$ cat config.mk
export PLATFORM = sky130hd
export DESIGN_NAME = cga_trap_seq
export DESIGN_NICKNAME = d
export VERILOG_FILES = /design/src/rtl/cga_trap_pkg.sv /design/src/rtl/cga_trap_prienc.sv /design/src/rtl/cga_trap_seq.sv
export SDC_FILE = /design/constraint.sdc
export NUM_CORES = 1
export LEC_CHECK = 0
export BUFFER_PORTS_ARGS = -buffer_cell sky130_fd_sc_hd__buf_2
export CORE_MARGIN = 5
export CORE_UTILIZATION = 41
export CTS_CLUSTER_DIAMETER = 30
export CTS_CLUSTER_SIZE = 25
export DETAILED_ROUTE_END_ITERATION = 16
export PLACE_DENSITY = 0.75
export SLEW_MARGIN = 10
export SYNTH_ARGS = -nofsm -noshare
export SYNTH_HDL_FRONTEND = slang
export SYNTH_SLANG_ARGS = --single-unit
$ cat constraint.sdc
create_clock -name sysclk -period 1.4 [get_ports sysclk]
set_clock_uncertainty 0.1 [all_clocks]
set_input_delay 0.28 -clock sysclk [delete_from_list [all_inputs] [get_ports sysclk]]
set_output_delay 0.28 -clock sysclk [all_outputs]
set_load 0.02 [all_outputs]
$ cat src/rtl/cga_trap_pkg.sv
// Shared definitions for the CGA trap/break sequencer: cause indices, FSM encoding, vector defaults.
// CGA_TRAP_DBLFAULT_EN adds the HALT state used after a double fault.
package cga_trap_pkg;

  localparam int NCAUSE_DEF = 8;
  localparam int CAUSE_W    = 3;

  localparam int CAUSE_PGF   = 0;
  localparam int CAUSE_IPV   = 1;
  localparam int CAUSE_WIP   = 2;
  localparam int CAUSE_RD    = 3;
  localparam int CAUSE_RV    = 4;
  localparam int CAUSE_VTRAP = 5;
  localparam int CAUSE_FTRAP = 6;
  localparam int CAUSE_INTR  = 7;

  localparam logic [11:0] VEC_BASE_DEF   = 12'h080;
  localparam int          VEC_STRIDE_DEF = 4;

  typedef enum logic [2:0] {
    ST_IDLE,
    ST_SELECT,
    ST_REQ,
`ifdef CGA_TRAP_DBLFAULT_EN
    ST_SERVICE,
    ST_HALT
`else
    ST_SERVICE
`endif
  } state_t;

  // Handler entry address; arithmetic deliberately wraps modulo 4096.
  function automatic logic [11:0] vec_addr(input logic [11:0] base, input int stride,
                                           input logic [CAUSE_W-1:0] idx);
    return base + 12'(int'(idx) * stride);
  endfunction

endpackage

$ cat src/rtl/cga_trap_prienc.sv
// Combinational priority encoder: lowest set request bit wins; any flags a non-empty request.
module cga_trap_prienc #(
  parameter int N = 8,
  parameter int W = 3
) (
  input  logic [N-1:0] req,
  output logic [W-1:0] idx,
  output logic         any
);

  always_comb begin
    idx = '0;
    any = |req;
    for (int i = N - 1; i >= 0; i--) begin
      if (req[i]) idx = W'(i);
    end
  end

endmodule

$ cat src/rtl/cga_trap_seq.sv
// CGA trap/break consumer: captures causes, presents handler vectors via TREQ/TACK, tracks occupancy.
// Optional CGA_TRAP_DBLFAULT_EN adds double-fault detection and the sticky HALTN output.
//
// state   | meaning
// IDLE    | nothing pending, waiting for a qualified cause
// SELECT  | priority-encode PENDING, register TCAUSE/TVEC
// REQ     | vector presented, waiting for TACK
// SERVICE | handler running, waiting for THDONE
// HALT    | double fault, presenting the halt vector until reset (macro builds only)
module cga_trap_seq
  import cga_trap_pkg::*;
#(
  parameter int          NCAUSE     = NCAUSE_DEF,
  parameter logic [11:0] VEC_BASE   = VEC_BASE_DEF,
  parameter int          VEC_STRIDE = VEC_STRIDE_DEF
) (
  input  logic               sysclk,
  input  logic               sys_rst_n,
  input  logic               BRKN,
  input  logic               TRAPN,
  input  logic [NCAUSE-1:0]  CAUSEN,
  input  logic               TACK,
  input  logic               THDONE,
  output logic               TREQ,
  output logic [11:0]        TVEC,
  output logic [CAUSE_W-1:0] TCAUSE,
  output logic               INHAND,
  output logic               ABORTN,
`ifdef CGA_TRAP_DBLFAULT_EN
  output logic [NCAUSE-1:0]  PENDING,
  output logic               HALTN
`else
  output logic [NCAUSE-1:0]  PENDING
`endif
);

  state_t              state_q, state_d;
  logic [NCAUSE-1:0]   set_v, clr_v, pend_next, pend_d;
  logic [CAUSE_W-1:0]  enc_idx;
  logic                enc_any;
  logic                ack, done, treq_d;
`ifdef CGA_TRAP_DBLFAULT_EN
  logic                dbl;
`endif

  cga_trap_prienc #(.N(NCAUSE), .W(CAUSE_W)) u_prienc (
    .req (PENDING),
    .idx (enc_idx),
    .any (enc_any)
  );

  assign ack  = TREQ & TACK & (state_q == ST_REQ);
  assign done = THDONE & (state_q == ST_SERVICE);

  always_comb begin
    set_v = (!TRAPN || !BRKN) ? ~CAUSEN : '0;
    clr_v = '0;
    if (ack) clr_v[TCAUSE] = 1'b1;
    pend_next = (PENDING & ~clr_v) | set_v;
  end

`ifdef CGA_TRAP_DBLFAULT_EN
  // The ack cycle already belongs to the handler, so a repeat of the acked cause counts.
  always_comb begin
    dbl = (state_q != ST_HALT) && (INHAND || ack) && set_v[TCAUSE] &&
          (TCAUSE != CAUSE_W'(CAUSE_INTR));
    pend_d = (dbl || state_q == ST_HALT) ? PENDING : pend_next;
  end
`else
  assign pend_d = pend_next;
`endif

  always_comb begin
    state_d = state_q;
    unique case (state_q)
      ST_IDLE:    if (|pend_d) state_d = ST_SELECT;
      ST_SELECT:  state_d = enc_any ? ST_REQ : ST_IDLE;
      ST_REQ:     if (ack) state_d = ST_SERVICE;
      ST_SERVICE: if (THDONE) state_d = (|pend_d) ? ST_SELECT : ST_IDLE;
`ifdef CGA_TRAP_DBLFAULT_EN
      ST_HALT:    state_d = ST_HALT;
`endif
      default:    state_d = ST_IDLE;
    endcase
`ifdef CGA_TRAP_DBLFAULT_EN
    if (dbl) state_d = ST_HALT;
`endif
    // TREQ rises one cycle after entering REQ and drops right after the accepting edge.
    treq_d = (state_q == ST_REQ) && !ack;
`ifdef CGA_TRAP_DBLFAULT_EN
    if (state_d == ST_HALT) treq_d = 1'b1;
`endif
  end

  always_ff @(posedge sysclk or negedge sys_rst_n) begin
    if (!sys_rst_n) begin
      state_q <= ST_IDLE;
      PENDING <= '0;
      TREQ    <= 1'b0;
      TVEC    <= '0;
      TCAUSE  <= '0;
      INHAND  <= 1'b0;
      ABORTN  <= 1'b1;
    end else begin
      state_q <= state_d;
      PENDING <= pend_d;
      TREQ    <= treq_d;
      if (state_q == ST_SELECT) begin
        TCAUSE <= enc_idx;
        TVEC   <= vec_addr(VEC_BASE, VEC_STRIDE, enc_idx);
      end
      if (ack)       INHAND <= 1'b1;
      else if (done) INHAND <= 1'b0;
      if (!BRKN)     ABORTN <= 1'b0;
      else if (ack)  ABORTN <= 1'b1;
`ifdef CGA_TRAP_DBLFAULT_EN
      if (dbl) begin
        TVEC   <= VEC_BASE - 12'(VEC_STRIDE);
        INHAND <= 1'b0;
      end
`endif
    end
  end

`ifdef CGA_TRAP_DBLFAULT_EN
  always_ff @(posedge sysclk or negedge sys_rst_n) begin
    if (!sys_rst_n)  HALTN <= 1'b1;
    else if (dbl)    HALTN <= 1'b0;
  end
`endif

endmodule

# [Word level (Yosys, flattened, before mapping)]
# Index checks and enable logic that the tools add are counted.
# Widths: inputs -> output; s select.
[totals] in_bits=14 word_cells=57 output_inout_bits=26 ff_bits=29
[op_classes] addsub=1 reduce_logical=11 eq_ne=7 n_mux=22 bitwise=7 order_cmp=2
[op_table] operator="$mux 3" n=11
[op_table] operator="$mux 8" n=2
[op_table] operator="$not 8->8" n=2
[op_table] operator="$reduce_or 8->1" n=2
[op_table] operator="$pmux 3 s4" n=1
[op_table] operator="$add 8x5->9 const A" n=1
[op_table] operator="$and 8x8->8" n=1
[op_table] operator="$or 8x8->8" n=1
[op_table] operator="$eq 3x2->1 const B" n=2
[op_table] operator="$mux 1" n=6
[op_table] operator="$ne 2x2->1 const B" n=3
[op_table] operator="$lt 3x4->1 const B" n=1
[op_table] operator="$and 1x1->1" n=3
[op_table] operator="$demux 1 s3" n=1
[op_table] operator="$eq 3x1->1 const B" n=1
[op_table] operator="$ge 3x1->1 const B" n=1
[op_table] operator="$logic_not 1->1" n=3
[op_table] operator="$logic_not 3->1" n=1
[op_table] operator="$reduce_and 3->1" n=1
[op_table] operator="$logic_and 1x1->1" n=2
[op_table] operator="$mux 2" n=1
[op_table] operator="$ne 2x1->1 const B" n=1
[op_table] operator="$reduce_bool 2->1" n=1
[op_table] operator="$logic_or 1x1->1" n=1

# [Logic depth before layout (Yosys ltp)]
# Gate-level depths: netlist (run 1).
[depth] word_depth=12 mapped_depth=5 ltp_nobuf=5

# [Hierarchy]
# From an unflattened synthesis (run 1), not the netlist that was laid out.
[hier_totals] hier_cells=88 hier_area_um2=895.9
[modules_own_cells] mod="cga_trap_seq" area_per_inst_um2=814.5 n_inst=1 cells_per_inst=75
[modules_own_cells] mod="cga_trap_prienc" area_per_inst_um2=81.3 n_inst=1 cells_per_inst=13

# [Worst setup path before layout (run 1)]
# OpenSTA, ideal clock, no wires.
[synth_path] path_type="flip-flop to flip-flop" start="register TVEC[4] (netlist name)" end="register state_q[0]" stages_incl_launch_ff=6 setup_slack_ns=-0.290 arrival_time_ns=1.455 t_required_ns=1.164 cell_sequence="dfrtp_1 > inv_1 > o41ai_2 > o21ai_1 > nor4_1 > a31oi_1"
[synth_lines] element="to (signal assigned)" line_no="cga_trap_seq.sv:105" rtl="state_q <= state_d;"
[synth_lines] element="to (decl)" line_no="cga_trap_seq.sv:37" rtl="state_t state_q, state_d;"

# [Final worst setup path (run 1)]
[layout_path] start="register state_q[0]" end="register state_q[0]"
[layout_via] elab_chain_cells=10 elab_cells_between_ends=17 cone_classes="eq/ne (6); mux (4); bitwise (4); reduce/logical (3)"
[layout_lines] element="$eq 3x2->1 (*)" line_no="cga_trap_seq.sv:52" rtl="assign ack = TREQ & TACK & (state_q == ST_REQ);"
[layout_lines] element="$and 1x1->1 (*)" line_no="cga_trap_seq.sv:52"
[layout_lines] element="$mux 8 (*)" line_no="cga_trap_seq.sv:58" rtl="if (ack) clr_v[TCAUSE] = 1'b1;"
[layout_lines] element="$not 8->8 (*)" line_no="cga_trap_seq.sv:59" rtl="pend_next = (PENDING & ~clr_v) | set_v;"
[layout_lines] element="$and 8x8->8 (*)" line_no="cga_trap_seq.sv:59"
[layout_lines] element="$or 8x8->8 (*)" line_no="cga_trap_seq.sv:59"
[layout_lines] element="named net pend_d[1]" line_no="cga_trap_seq.sv:38" rtl="logic [NCAUSE-1:0] set_v, clr_v, pend_next, pend_d;"
[layout_lines] element="$reduce_or 8->1 (*)" line_no="cga_trap_seq.sv:76, cga_trap_seq.sv:79"
[layout_lines] element="$mux 1" line_no="cga_trap_seq.sv:79" rtl="ST_SERVICE: if (THDONE) state_d = (|pend_d) ? ST_SELECT : ST_IDLE;"
[layout_lines] element="$mux 3" line_no="cga_trap_seq.sv:79"
[layout_lines] element="$pmux 3 s4" line_no="cga_trap_seq.sv:75" rtl="unique case (state_q)"
# Mark *: on every way through the listed nets, which the timed path passes. The rest lies on a longest branch. The select of a mux whose other input is x is not followed.
# A chain may end at the register's enable or synchronous reset.

==> reports/metrics.cfg, run 1 <==
[critical_path]
reg2reg_setup_slack_ns=-0.32
endpoint_kind=register
cp.required_ns=1.47
crit_type=reg2reg
crit_arrival_ns=1.79
worstSetupStartpointType=register
crit_path_max_fanout=8
cp_cell_sequence=nand4b_4 -> buf_4 -> o41ai_2 -> o21ai_1 -> a21oi_1 -> a31oi_1
cp_slowest_cell=sky130_fd_sc_hd__dfrtp_1
critical-path-max-stage-delay_ns=0.39

[detailed_routing]
detail_route.vias_per_cell=5.18
routed-via-count=823
postRouteAntennaNets=0
initialDrtViolationCount=13
drcViolationCount=0
drt_wl_total_um=2310
routedWlPerCell_um=14.5
number_of_detailed_route_iterations_in_the_first_pass=3

[logic_synthesis]
ys_warn_count=0
post_synth_instance_area_um2=876
ys_seq_elements=17
synthCells=87
synth.largest_area_cell=sky130_fd_sc_hd__dfrtp_1
synth_top_area_frac=0.457
ys_top_cells_by_area=sky130_fd_sc_hd__dfrtp_1 (46%), sky130_fd_sc_hd__buf_4 (9.4%), sky130_fd_sc_hd__o41ai_1 (7.0%), sky130_fd_sc_hd__o21ai_1 (5.1%), sky130_fd_sc_hd__o41ai_2 (3.7%)
postSynthAreaPerCell_um2=10.1
seq_total_area_yosys=0.487
ys_types=23

[timing]
final.period_utilization=1.23
grt_setup_unrepaired=true
tns_ns=-0.671
max_freq_mhz=580
setup_viol_count_final=8
fin_worst_hold_slack_ns=0.0806
post_layout_minimum_cycle_time_ns=1.72
worst_slack_ns=-0.324
finalMaxSlewViolations=0
hold_viol_final=0

[pwr]
fin_total_pwr_uw=1560
ir_drop_v=0.00101
cellLeakagePower_uw=0.000594
power-per-cell-area_nw_per_um2=1220

[placed_design]
routabilityCongestion=0.789
io_buffer_count=31
detailed_place.area_um2=1100
hpwl_um=1750

[global_route]
grt_max_degree=18
antenna_violations_before_repair=0
first_global_vias=802
grt_overflow_total=0
wire_length_of_the_first_global_routing_pass_um=3620
globalRouteTotalUtil=0.143

[final_layout]
layout_common_cells=sky130_fd_sc_hd__buf_2 (26), sky130_fd_sc_hd__buf_4 (13), sky130_fd_sc_hd__dfrtp_1 (10), sky130_fd_sc_hd__o21ai_1 (10), sky130_fd_sc_hd__o41ai_2 (9)
syn_to_final_growth_pct=45.7
finish.instance_area_um2=1280
layout-drive-gt1-share=0.561
utilization_after_layout=0.638
num-nets-final=147
antenna_cells_inserted=0
most_frequent_standard_cell_in_the_layout_excluding_fill_and_tap_cells=sky130_fd_sc_hd__buf_2

[clock_network]
cts_buf_count=3
cts_tree=built
clock-sinks=17
clk_pin_slew_ns=0.10
clock_insertion_delay_worst_skew_ns=0.29
clk_path_buf_depth=2
root_buffer=sky130_fd_sc_hd__clkbuf_4
cts.htree.levels=1

[floorplan]
core_area_um2=2000
effective_utilization_at_floorplan=0.438
floorplan.die.height_um=56.2
io_pins=40
die_w_um=56.2
floorplan.rows=16
die_area_um2=3160

[job]
cap_viol_max_count=0

[min_path]
hold_path.class=in2reg

[outcome]
violations=setup timing
status=complete, but fails checks

## cell usage after synthesis
cell                       number
sky130_fd_sc_hd__dfstp_2        1
sky130_fd_sc_hd__o41ai_1        7
sky130_fd_sc_hd__nor4_1         3
sky130_fd_sc_hd__o21ai_0        1
sky130_fd_sc_hd__nand4b_4       1
sky130_fd_sc_hd__clkbuf_1       2
sky130_fd_sc_hd__nand2b_1       5
sky130_fd_sc_hd__a21boi_1       1
sky130_fd_sc_hd__o41ai_2        2
sky130_fd_sc_hd__dfrtp_1       16
sky130_fd_sc_hd__a21oi_1        5
sky130_fd_sc_hd__nor3_1         3
sky130_fd_sc_hd__o21ai_1        9
sky130_fd_sc_hd__a21o_1         1
sky130_fd_sc_hd__nor2_1         1
sky130_fd_sc_hd__inv_1          6
sky130_fd_sc_hd__o21bai_1       1
sky130_fd_sc_hd__buf_4         11
sky130_fd_sc_hd__o31ai_1        1
sky130_fd_sc_hd__nand2_1        6
sky130_fd_sc_hd__and2_1         1
sky130_fd_sc_hd__a31oi_1        2
sky130_fd_sc_hd__conb_1         1
## per-stage QoR
step | setup WS, ns | instances
final | -0.324 | 159
after global routing | -0.424 | 159
after CTS | -0.288 | 155
after detailed placement | -0.310 | 150
after global placement | -0.229 | 150
after floorplan | -0.122 | 94
## cell type report
cell class / count / area (µm²)
clock buffers: 3 / 22.5
inverters: 6 / 22.5
fillers: 165 / 726
multi-input cells: 58 / 442
flip-flops and latches: 17 / 434
repair buffers: 47 / 317
well taps: 27 / 33.8
clock inverters: 1 / 5.00
## state kept, by name (all words and copies together), names as in the netlist
| name | flops |
|---|---|
| PENDING | 8 |
| TCAUSE | 2 |
| TVEC | 2 |
| state_q | 2 |
| ABORTN | 1 |
| INHAND | 1 |
| TREQ | 1 |
## kinds of logic after synthesis
| family | count (synthesis) | synth area share |
|---|---|---|
| compound gates | 30 | 0.241 |
| simple gates | 20 | 0.139 |
| buf+inv | 19 | 0.129 |
| flops | 17 | 0.487 |
| other cells | 1 | 0.00428 |
## worst paths after layout
path                       startpoint          to  cells past startpoint
max                        state_q[0]  state_q[0]                      6
min                         CAUSEN[4]  PENDING[4]                      2
max reg2reg                state_q[0]  state_q[0]                      6
min reg2reg                    ABORTN      ABORTN                      2
max in group asynchronous   sys_rst_n      ABORTN                      2
min in group asynchronous   sys_rst_n   TCAUSE[0]                      2
## per-layer routing
metal,track usage,wire [µm],vias to the layer above
li1,-,-,395
met5,0,0,-
met3,0.0186,114,4
met1,0.173,965,396
met2,0.234,1180,28
met4,0.0949,43,0
## critical path, delay by kind of cell (launching register included)
kind | cells | cell delay, ns
DFF | 1 | 0.39
AOI/OAI and AO/OA | 4 | 0.67
buffers and inverters | 1 | 0.19
and+or+nand+nor | 1 | 0.26
## timing repair
| action | CTS | global route |
|---|---|---|
| resized for setup | 9 | 16 |
| hold endpoints to repair | 16 | 0 |
| setup endpoints to repair | 8 | 14 |
| pin swaps | 0 | 1 |
| setup buffers | 0 | 4 |
| hold buffers | 1 | 0 |
## report_power, final
| part | switching (µW) | total (µW) | internal (µW) |
|---|---|---|---|
| clock network | 152 | 258 | 106 |
| registers | 85.0 | 661 | 576 |
| logic | 348 | 643 | 295 |
| total | 585 | 1560 | 978 |
(Power assumes the default switching activity.)
==> run 2, diff against run 1 <==
--- a/config.mk
+++ b/config.mk
@@ -6,8 +6,11 @@
 export NUM_CORES = 1
 export LEC_CHECK = 0
 export BUFFER_PORTS_ARGS = -buffer_cell sky130_fd_sc_hd__buf_2
+export CELL_PAD_IN_SITES_DETAIL_PLACEMENT = 1
+export CELL_PAD_IN_SITES_GLOBAL_PLACEMENT = 1
+export CORE_ASPECT_RATIO = 0.75
 export CORE_MARGIN = 5
-export CORE_UTILIZATION = 41
+export CORE_UTILIZATION = 30
 export CTS_CLUSTER_DIAMETER = 30
 export CTS_CLUSTER_SIZE = 25
 export DETAILED_ROUTE_END_ITERATION = 16
==> run 2 against run 1 <==
The flow still finishes with violations (setup timing); wire length is 20% higher; setup slack better by 0.022 ns; maximum frequency is 1.3% higher; critical endpoint unchanged; largest cell class unchanged; largest power group is now combinational cells.
==> reports/metrics.cfg, run 2 (synthesis results as in run 1) <==
[final_layout]
num-nets-final=150
syn_to_final_growth_pct=57.9
most_frequent_standard_cell_in_the_layout_excluding_fill_and_tap_cells=sky130_fd_sc_hd__buf_2
layout_common_cells=sky130_fd_sc_hd__buf_2 (26), sky130_fd_sc_hd__buf_4 (15), sky130_fd_sc_hd__dfrtp_1 (11)
largest_reg_flops=8
antenna_cells_inserted=0
layout-drive-gt1-share=0.578
max_flop_register=PENDING

[outcome]
status=complete, but fails checks
violations=setup timing

[clock_network]
clock_insertion_delay_worst_skew_ns=0.25
cts.htree.levels=1
cts_tree=built
cts_buf_count=3
clk_path_buf_depth=2
root_buffer=sky130_fd_sc_hd__clkbuf_8
clk_pin_slew_ns=0.07
clock-sinks=17

[placed_design]
hpwl_um=1950
io_buffer_count=31
preCtsSetupSlack_ns=-0.379
routabilityCongestion=0.829

[global_route]
first_global_vias=900
antenna_violations_before_repair=0
globalRouteTotalUtil=0.139
wire_length_of_the_first_global_routing_pass_um=4310
grt_overflow_total=0
grt_max_degree=18

[detailed_routing]
number_of_detailed_route_iterations_in_the_first_pass=3
detail_route.vias_per_cell=4.87
initialDrtViolationCount=34
routedWlPerCell_um=16.1
drt_wl_total_um=2780
drcViolationCount=0
routed-via-count=843
postRouteAntennaNets=0

[timing]
final.period_utilization=1.22
max_freq_mhz=587
finalMaxSlewViolations=0
grt_setup_unrepaired=true
hold_viol_final=0
worst_slack_ns=-0.302
setup_viol_count_final=3
tns_ns=-0.481
post_layout_minimum_cycle_time_ns=1.70

[critical_path]
endpoint_kind=register
crit_arrival_ns=1.73
crit_path_max_fanout=4
worstSetupStartpointType=register
cp.required_ns=1.43
crit_type=reg2reg

[pwr]
power-per-cell-area_nw_per_um2=1330
fin_total_pwr_uw=1840
power.internal_uw=1160
cellLeakagePower_uw=0.000625
swShare=0.371
power.share.sequential=0.382
clockPowerShare=0.199
ir_drop_v=0.000437
power.switching_uw=682
share_comb_of_total_power=0.419

[floorplan]
effective_utilization_at_floorplan=0.305
core_area_um2=2870
io_pins=40
die_w_um=72.4
die_area_um2=4110
floorplan.die.height_um=56.8
floorplan.rows=17

[job]
cap_viol_max_count=0

[min_path]
hold_path.class=in2reg

run 2: cell count changes in the layout (fill, tap and decap cells not counted), sizes merged:
cell	before	now
nand4b	1	2
buf	46	48
run 2: worst paths after layout:
path	start	endpoint	slack (ns)	cells after the start
min in group asynchronous	sys_rst_n	TVEC[7]	0.39	2
worst min register to register	ABORTN	ABORTN	0.36	2
worst max register to register	state_q[0]	state_q[0]	-0.30	6
worst max-delay path	state_q[0]	state_q[0]	-0.30	6
max in group asynchronous	sys_rst_n	ABORTN	0.49	2
worst min-delay path	CAUSEN[2]	PENDING[2]	0.11	2
run 2: cell type report:
type                    count  area (µm²)
fillers                   329        1490
multi-input cells          59         499
flip-flops and latches     17         433
repair buffers             49         332
well taps                  38        47.5
clock buffers               3        41.3
inverters                   6        25.0
clock inverters             1        5.00
run 2: power by group through the flow:
stage | combinational (µW) | clock [µW] | sequential, µW
5_1_grt | 823 | 390 | 710
6_report | 770 | 367 | 701
4_1_cts | 692 | 374 | 700
2_1_floorplan | 254 | 0 | 739
3_5_place_dp | 551 | 0 | 668
3_3_place_gp | 540 | 0 | 665
run 2: critical path, stage by stage (launching register included):
cell	delay (ns)
sky130_fd_sc_hd__dfrtp_1	0.40
sky130_fd_sc_hd__buf_4	0.15
sky130_fd_sc_hd__nand4b_4	0.21
sky130_fd_sc_hd__o41ai_1	0.26
sky130_fd_sc_hd__o21ai_1	0.16
sky130_fd_sc_hd__nor3_1	0.19
sky130_fd_sc_hd__a31oi_1	0.11
run 2: what timing repair did:
| item | 4_1_cts | 5_1_grt |
|---|---|---|
| buffers inserted | 4 | 2 |
| endpoints found under the setup margin | 3 | 13 |
| resized for setup | 18 | 14 |
| hold endpoints to repair | 16 | 0 |
| hold buffers | 1 | 0 |
| pin swaps | 1 | 0 |
| cloned | 1 | 0 |
run 2: per-layer routing:
metal  vias up  part of all wire  GRT usage
li1        399                 -          -
met1       411              0.43      0.166
met2        27              0.49      0.223
met3         6             0.046     0.0340
met4         0             0.034     0.0816
met5         -                 0          0
run 2: per-stage QoR:
| step | utilization | area (µm²) | hold slack (ns) | std cells |
|---|---|---|---|---|
| 4_1_cts | 0.452 | 1300 | 0.118 | 171 |
| 2_1_floorplan | - | 915 | -0.116 | 94 |
| 3_3_place_gp | 0.386 | 1110 | 0.115 | 161 |
| 3_5_place_dp | 0.386 | 1110 | 0.129 | 161 |
| 6_report | 0.481 | 1380 | 0.114 | 173 |
| 5_1_grt | 0.481 | 1380 | 0.118 | 173 |
==> run 3, diff against run 2 <==
==> constraint.sdc (replaced) <==
create_clock -name sysclk -period 1.4 [get_ports sysclk]
set_clock_uncertainty 0.1 [all_clocks]
set_input_delay 0.07 -clock sysclk [delete_from_list [all_inputs] [get_ports sysclk]]
set_output_delay 0.07 -clock sysclk [all_outputs]
set_load 0.02 [all_outputs]
==> run 3 against run 2 <==
The run still ends with setup timing left; flip-flop and latch count stayed put; largest power group unchanged; sequential power fell by 5.0%; via count rose by 9.5%; count of clock-buffer cells in the layout unchanged; highest routed layer unchanged.
==> reports/metrics.cfg, run 3 (synthesis results as in run 1) <==
[clock_network]
clock-sinks=17
clk_path_buf_depth=2
cts.htree.levels=1
cts_tree=built
root_buffer=sky130_fd_sc_hd__clkbuf_8
clock_insertion_delay_worst_skew_ns=0.26
clk_pin_slew_ns=0.07
cts_buf_count=3

[final_layout]
multiInputGateArea_um2=483
largest_reg_flops=8
finish.instance_area_um2=1480
num-nets-final=165
max_flop_register=PENDING
fillCellCount=339
most_frequent_standard_cell_in_the_layout_excluding_fill_and_tap_cells=sky130_fd_sc_hd__buf_2
layout_common_cells=sky130_fd_sc_hd__buf_2 (31), sky130_fd_sc_hd__buf_4 (21), sky130_fd_sc_hd__dfrtp_1 (12)
syn_to_final_growth_pct=68.9
layout-drive-gt1-share=0.547
seq_area_um2=432
antenna_cells_inserted=0

[detailed_routing]
number_of_detailed_route_iterations_in_the_first_pass=4
routed-via-count=923
initialDrtViolationCount=49
detail_route.vias_per_cell=4.91
routedWlPerCell_um=17.4
postRouteAntennaNets=0
drcViolationCount=0
drt_wl_total_um=3280

[critical_path]
cp.required_ns=1.43
timing.critical_path.buf_inv=1
endpoint_kind=register
cp_cell_sequence=nand4b_4 -> buf_4 -> o41ai_2 -> o21ai_1 -> nor4_2 -> a31oi_1
worstSetupStartpointType=register
crit_path_max_fanout=6
critical_path.top_delay_family=compound AO/OA/AOI/OAI gates
cp_slowest_cell=sky130_fd_sc_hd__dfrtp_1
reg2reg_setup_slack_ns=-0.43
critical-path-max-stage-delay_ns=0.41
crit_type=reg2reg
crit_arrival_ns=1.86

[floorplan]
core_area_um2=2870
floorplan.rows=17
die_w_um=72.4
floorplan.die.height_um=56.8
io_pins=40
die_area_um2=4110
effective_utilization_at_floorplan=0.305

[pwr]
cellLeakagePower_uw=0.000698
fin_total_pwr_uw=1790
ir_drop_v=0.000539
power-per-cell-area_nw_per_um2=1210

[placed_design]
detailed_place.area_um2=1100
preCtsSetupSlack_ns=-0.371
hpwl_um=1990
io_buffer_count=31
routabilityCongestion=0.775

[global_route]
grt_overflow_total=0
grt_max_degree=18
wire_length_of_the_first_global_routing_pass_um=5020
antenna_violations_before_repair=0
globalRouteTotalUtil=0.163
first_global_vias=931

[timing]
post_layout_minimum_cycle_time_ns=1.83
worst_slack_ns=-0.434
setup_viol_count_final=8
max_freq_mhz=545
fin_worst_hold_slack_ns=0.0207
finalMaxSlewViolations=0
hold_viol_final=0
final.period_utilization=1.31
grt_setup_unrepaired=true

[outcome]
violations=setup timing
status=complete, but fails checks

[job]
cap_viol_max_count=0

[min_path]
hold_path.class=in2reg

## run 3: cell count changes in the layout (fill, tap and decap cells not counted), moves of 3 or more
cell                            change
sky130_fd_sc_hd__dlygate4sd3_1      +8
sky130_fd_sc_hd__buf_4              +6
sky130_fd_sc_hd__buf_2              +5
sky130_fd_sc_hd__buf_6              -3
## run 3: area by class of cell
cell class | count | area share
Multi-Input combinational cell | 58 | 0.327
Sequential cell | 17 | 0.292
Tap cell | 38 | 0.0321
Inverter | 6 | 0.0152
Clock buffer | 3 | 0.0279
Clock inverter | 1 | 0.00338
Timing Repair Buffer | 65 | 0.303
## run 3: final timing paths
| check | from | cells past startpoint | to |
|---|---|---|---|
| hold / removal | CAUSEN[1] | 3 | PENDING[1] |
| hold reg to reg | TVEC[7] | 1 | TVEC[7] |
| setup / recovery | state_q[0] | 6 | state_q[0] |
| min in group asynchronous | sys_rst_n | 2 | state_q[1] |
| max in group asynchronous | sys_rst_n | 2 | ABORTN |
| setup reg to reg | state_q[0] | 6 | state_q[0] |
## run 3: layer usage
metal | vias to the layer above | GRT usage | part of all wire
li1 | 427 | - | -
met1 | 461 | 0.202 | 0.40
met2 | 26 | 0.266 | 0.53
met3 | 9 | 0.0376 | 0.046
met4 | 0 | 0.0737 | 0.027
met5 | - | 0 | 0
## run 3: worst reg2reg max path, cell delays in order (launching register included)
cell                       delay (ns)
sky130_fd_sc_hd__dfrtp_1         0.41
sky130_fd_sc_hd__nand4b_4        0.25
sky130_fd_sc_hd__buf_4           0.18
sky130_fd_sc_hd__o41ai_2         0.23
sky130_fd_sc_hd__o21ai_1         0.16
sky130_fd_sc_hd__nor4_2          0.24
sky130_fd_sc_hd__a31oi_1         0.13
## run 3: stage by stage
stage	setup TNS, ns	util	instances
3_3_place_gp	-0.410	0.384	160
2_1_floorplan	-0.122	-	94
3_5_place_dp	-0.578	0.384	160
6_report	-1.44	0.515	188
5_1_grt	-1.86	0.515	188
4_1_cts	-0.783	0.480	182
## run 3: repair_timing
item / 4_1_cts / 5_1_grt
buffers inserted: 9 / 7
pin swaps: 2 / 3
setup endpoints to repair: 4 / 11
gates resized for setup: 12 / 10
hold buffers: 9 / 0
endpoints found under the hold margin: 25 / 0
cloned: 0 / 0
## run 3: power breakdown
group / internal [µW] / switching (µW) / leakage [µW]
registers: 576 / 90.0 / 0.000172
logic: 335 / 406 / 0.000500
clock network: 198 / 184 / 0.0000255
